File: src/rtl/trap_sequencer.sv
// rtl/trap_sequencer.sv - machine-mode trap entry / MRET sequencer driving a single CSR write port
module trap_sequencer (
  input  logic        clk,
  input  logic        reset,
  input  logic        exc_valid,
  input  logic [4:0]  exc_cause,
  input  logic [31:0] exc_pc,
  input  logic [31:0] exc_tval,
  input  logic        irq,
  input  logic        mret_valid,
  input  logic [31:0] mstatus_in,
  input  logic [31:0] mie_in,
  input  logic [31:0] mtvec_in,
  input  logic [31:0] mepc_in,
  output logic        exc_ack,
  output logic        irq_ack,
  output logic        mret_ack,
  output logic        csr_we,
  output logic [11:0] csr_addr,
  output logic [31:0] csr_wdata,
  output logic        flush,
  output logic        busy,
  output logic        redirect_valid,
  output logic [31:0] redirect_pc
);

  typedef enum logic [2:0] {
    IDLE, W_EPC, W_CAUSE, W_TVAL, W_STATUS, M_STATUS, REDIRECT
  } state_t;

  state_t      r_state;
  logic [31:0] r_pc;
  logic [31:0] r_cause;
  logic [31:0] r_tval;
  logic [31:0] r_mstatus;
  logic [31:0] r_mtvec;
  logic [31:0] r_mepc;
  logic [31:0] r_redirect_pc;

  logic        w_idle;
  logic        w_irq_en;
  logic        w_take_exc;
  logic        w_take_irq;
  logic        w_take_mret;
  logic        w_accept;
  logic [31:0] w_trap_status;
  logic [31:0] w_mret_status;
  logic [31:0] w_base;
  logic [31:0] w_trap_target;
  logic [31:0] w_mret_target;
  logic        w_unused;

  // Arbitration is gated by reset so acks stay low while reset is held.
  assign w_idle      = reset && (r_state == IDLE);
  assign w_irq_en    = irq & mstatus_in[3] & mie_in[11];
  assign w_take_exc  = w_idle & exc_valid;
  assign w_take_irq  = w_idle & ~exc_valid & w_irq_en;
  assign w_take_mret = w_idle & ~exc_valid & ~w_irq_en & mret_valid;
  assign w_accept    = w_take_exc | w_take_irq | w_take_mret;

  assign exc_ack  = w_take_exc;
  assign irq_ack  = w_take_irq;
  assign mret_ack = w_take_mret;

  assign busy  = (reset && (r_state != IDLE)) | w_accept;
  assign flush = busy;

  assign redirect_valid = (r_state == REDIRECT);
  assign redirect_pc    = r_redirect_pc;

  always_comb begin
    w_trap_status        = r_mstatus;
    w_trap_status[7]     = r_mstatus[3];
    w_trap_status[3]     = 1'b0;
    w_trap_status[12:11] = 2'b11;
    w_mret_status        = r_mstatus;
    w_mret_status[3]     = r_mstatus[7];
    w_mret_status[7]     = 1'b1;
    w_mret_status[12:11] = 2'b11;
  end

  // Vectored mode only offsets interrupts; exceptions always land on the base.
  assign w_base        = {r_mtvec[31:2], 2'b00};
  assign w_trap_target = ((r_mtvec[1:0] == 2'b01) && r_cause[31]) ?
                         (w_base + {25'b0, r_cause[4:0], 2'b00}) : w_base;
  assign w_mret_target = {r_mepc[31:2], 2'b00};

  always_comb begin
    csr_we    = 1'b0;
    csr_addr  = 12'h000;
    csr_wdata = 32'h0;
    case (r_state)
      W_EPC: begin
        csr_we    = 1'b1;
        csr_addr  = 12'h341;
        csr_wdata = {r_pc[31:2], 2'b00};
      end
      W_CAUSE: begin
        csr_we    = 1'b1;
        csr_addr  = 12'h342;
        csr_wdata = r_cause;
      end
      W_TVAL: begin
        csr_we    = 1'b1;
        csr_addr  = 12'h343;
        csr_wdata = r_tval;
      end
      W_STATUS: begin
        csr_we    = 1'b1;
        csr_addr  = 12'h300;
        csr_wdata = w_trap_status;
      end
      M_STATUS: begin
        csr_we    = 1'b1;
        csr_addr  = 12'h300;
        csr_wdata = w_mret_status;
      end
      default: begin
        csr_we    = 1'b0;
        csr_addr  = 12'h000;
        csr_wdata = 32'h0;
      end
    endcase
  end

  always_ff @(posedge clk or negedge reset) begin
    if (!reset) begin
      r_state       <= IDLE;
      r_pc          <= 32'h0;
      r_cause       <= 32'h0;
      r_tval        <= 32'h0;
      r_mstatus     <= 32'h0;
      r_mtvec       <= 32'h0;
      r_mepc        <= 32'h0;
      r_redirect_pc <= 32'h0;
    end else begin
      case (r_state)
        IDLE: begin
          if (w_accept) begin
            r_pc      <= exc_pc;
            r_cause   <= w_take_exc ? {27'b0, exc_cause} :
                         (w_take_irq ? 32'h8000_000B : 32'h0);
            r_tval    <= w_take_exc ? exc_tval : 32'h0;
            r_mstatus <= mstatus_in;
            r_mtvec   <= mtvec_in;
            r_mepc    <= mepc_in;
            r_state   <= w_take_mret ? M_STATUS : W_EPC;
          end
        end
        W_EPC:   r_state <= W_CAUSE;
        W_CAUSE: r_state <= W_TVAL;
        W_TVAL:  r_state <= W_STATUS;
        W_STATUS: begin
          r_redirect_pc <= w_trap_target;
          r_state       <= REDIRECT;
        end
        M_STATUS: begin
          r_redirect_pc <= w_mret_target;
          r_state       <= REDIRECT;
        end
        REDIRECT: r_state <= IDLE;
        default:  r_state <= IDLE;
      endcase
    end
  end

  assign w_unused = ^{mie_in[31:12], mie_in[10:0], r_pc[1:0], r_mepc[1:0]};

endmodule

File: config.mk
export PLATFORM = sky130hd
export DESIGN_NAME = trap_sequencer
export DESIGN_NICKNAME = d
export VERILOG_FILES = /design/src/rtl/trap_sequencer.sv
export SDC_FILE = /design/constraint.sdc
export NUM_CORES = 1
export LEC_CHECK = 0
export BUFFER_PORTS_ARGS = -buffer_cell sky130_fd_sc_hd__buf_2
export CORE_AREA = 8 8 144 146
export CTS_CLUSTER_SIZE = 10
export DETAILED_ROUTE_END_ITERATION = 8
export DIE_AREA = 0 0 152 154
export PLACE_DENSITY = 0.79
export SKIP_CTS_REPAIR_TIMING = 1
export SYNTH_ARGS = -nofsm -noshare
export SYNTH_HDL_FRONTEND = slang
export SYNTH_SLANG_ARGS = --single-unit
File: constraint.sdc
create_clock -name clk -period 2.7 [get_ports clk]
set_clock_uncertainty 0.1 [all_clocks]
set_input_delay 0.405 -clock clk [delete_from_list [all_inputs] [get_ports clk]]
set_output_delay 0.405 -clock clk [all_outputs]
set_load 0.01 [all_outputs]
==> results.yml <==
layout:
  nets: 1441
  final_area_um2: 11100
  final_cells: 1483
  final_cell_mix: "nand2_1, buf_2, dfrtp_1"
  final_core_util_pct: 60.1
  final_common_cell: "nand2_1"
  area_growth_pct: 22.6
  drive_above_1_share_pct: 26.0
global_route:
  grt_overflow_total: 0
  antenna_found_initial: 6
  grt_max_degree: 160
  grt_pass1_vias: 8225
  grt_usage_pct: 22.8
  grt_pass1_wl_um: 43100
pwr:
  p_per_area_nw_per_um2: 1110
  peakVddDrop_uv: 521
  power_mw: 12.4
  p_leak_nw: 5.76
  swShare_pct: 40.6
  seqPwrFrac_pct: 41.8
  p_comb_share_pct: 38.2
  p_clk_share_pct: 20.0
  p_int_mw: 7.34
  power_switching_mw: 5.02
critical_path:
  cp_data_arrival_time_ps: 2060
  cp-start-kind: "flop"
  path_max_fanout: 27
  crit_required_ps: 2190
  critPathCaptureType: "primary output"
  critPathKind: "reg -> out"
place:
  placed_cell_area_um2: 10500
  routabilityCongestion: 0.861
  io_buffers: 238
  dp.final_hpwl_um: 18800
  dp_cells: 1447
  post-place-ws_ps: 255
routing:
  drt-initial-drc-count: 642
  via_per_inst: 5.49
  dr.pass1.iters: 7
  drc: 0
  drtAntennaViolNets: 0
  wirelength_um: 26700
  num_vias: 8144
  wl_per_cell_um: 18.0
timing:
  max_slew_margin_pct: 44.9
  drv_slew: 0
  rsz0062_at_grt: "false"
  finalCritPeriodShare_pct: 95.1
  fin_tns_setup_ps: 0
  setup_viol: 0
  finalCriticalPeriod_ps: 2570
  final_hold_viol_count: 0
  max_freq_ghz: 0.389
  tightest_slew_ps: 827
  worst_slack_ps: 132
  holdWs_ps: 47.7
run_status:
  status: "finished clean"
yosys:
  synth_top_cell_area_share_pct: 53.4
  yosysTopAreaCell: "dfrtp_1"
  synth-edff-count: 0
  yosys_warnings: 0
  ys_types: 50
  ys_top_cells_by_area: "dfrtp_1, nand2_1, a22o_1"
  synth.avg_cell_area_um2: 8.85
  ys_seq_area_share_pct: 53.4
  synthesis.area_um2: 9040
  async_flop_share_pct: 100
  synth-seq-cells: 193
  dominantRegCellSynth: "dfrtp_1"
  netlist_instances: 1022
cts:
  tritoncts: "done"
  htree_levels: 4
  cts_buffer_depth: 2
  clkSinkCount: 193
  cts_buffers: 17
  root_buffer: "clkbuf_16"
  clk_latency_ps: 430
  clk_pin_slew_worst_paths_ps: 80
die:
  fp-row-count: 50
  ioPinCount: 285
  start_util_pct: 49.0
  die-area_um2: 23400
  coreArea_um2: 18500
  die_x_um: 152
  fp.dieH_um: 154
hold_path:
  min_path_type: "in -> reg"
job:
  drv_cap: 0
[power by group through the flow]
| stage | sequential (mW) | combinational, mW | clock [mW] |
|---|---|---|---|
| floorplan | 4.98 | 3.08 | 0 |
| global placement | 5.13 | 4.61 | 0 |
| detailed placement | 5.16 | 4.73 | 0 |
| CTS | 5.13 | 4.76 | 2.50 |
| global route | 5.32 | 5.31 | 2.61 |
| finish | 5.16 | 4.73 | 2.47 |
[area by class of cell]
class | count | area [µm²]
Tap cell | 234 | 293
Clock inverter | 15 | 145
Antenna cell | 3 | 7.51
Fill cell | 1625 | 7370
Timing Repair Buffer | 266 | 1460
Clock buffer | 17 | 425
Inverter | 6 | 22.5
Multi-Input combinational cell | 749 | 3900
Sequential cell | 193 | 4830
[worst max-delay path, stage by stage, from the launching register on]
cell and delay, ps:
dfrtp_2 470, buf_4 260, and2_1 150, buf_4 310, nand2_1 150, o21ai_1 110
buf_2 150
[sequential cells by signal (all words and copies together), names as in the netlist]
| name | count |
|---|---|
| r_cause | 6 |
| r_mepc | 30 |
| r_mstatus | 30 |
| r_mtvec | 32 |
| r_pc | 30 |
| r_state | 3 |
| r_tval | 32 |
| redirect_pc | 30 |
[logic make-up (layout without fill, tap and decap cells)]
group / count (synthesis) / in the layout / synth area share [%]
xor gates and xnor gates: 24 / 24 / 2.32
adders and majority gates: 6 / 6 / 0.913
buffers and inverters: 88 / 304 / 4.36
DFF: 193 / 193 / 53.4
other: 1 / 12 / 0.0415
muxes: 9 / 9 / 1.04
and+or+nand+nor: 506 / 506 / 23.3
AOI/OAI and AO/OA: 195 / 195 / 14.6
[cell usage after synthesis, types with 2 or more instances]
cell / instances
nand2_1: 414
dfrtp_1: 193
clkbuf_1: 58
o21ai_1: 44
a21oi_1: 39
a22o_1: 34
nor2_1: 30
a22oi_1: 26
xnor2_1: 24
nand3_1: 16
o22ai_1: 16
and3_1: 15
buf_4: 11
nor3_1: 7
o21ai_0: 7
a21o_1: 6
buf_2: 6
inv_1: 6
mux2i_1: 6
buf_1: 5
ha_1: 5
a2111oi_2: 4
a211oi_1: 4
a211oi_2: 4
nand4_1: 4
a221o_1: 3
mux2_1: 3
nor4_2: 3
and4_1: 2
buf_6: 2
nand2b_1: 2
nor3_2: 2
nor4_4: 2
o21a_1: 2
or3_1: 2
[layer usage]
| metal | part of all wire (%) | track usage (%) |
|---|---|---|
| met5 | 0.15 | 0 |
| met2 | 48 | 36.9 |
| met4 | 2.2 | 8.76 |
| met1 | 41 | 28.1 |
| met3 | 9.1 | 7.34 |
[path summary, 6_finish.rpt]
path	startpoint	to	slack, ps	cells after the start
min in group asynchronous	reset	r_pc[16]	300	2
max in group asynchronous	reset	r_state[1]	1120	3
min reg2reg	r_mepc[7]	r_mepc[7]	370	2
max reg2reg	r_cause[0]	redirect_pc[24]	260	8
min	mstatus_in[20]	r_mstatus[20]	50	3
max	r_state[1]	csr_wdata[8]	130	6
Note: power is estimated with default switching activity, not from simulation.
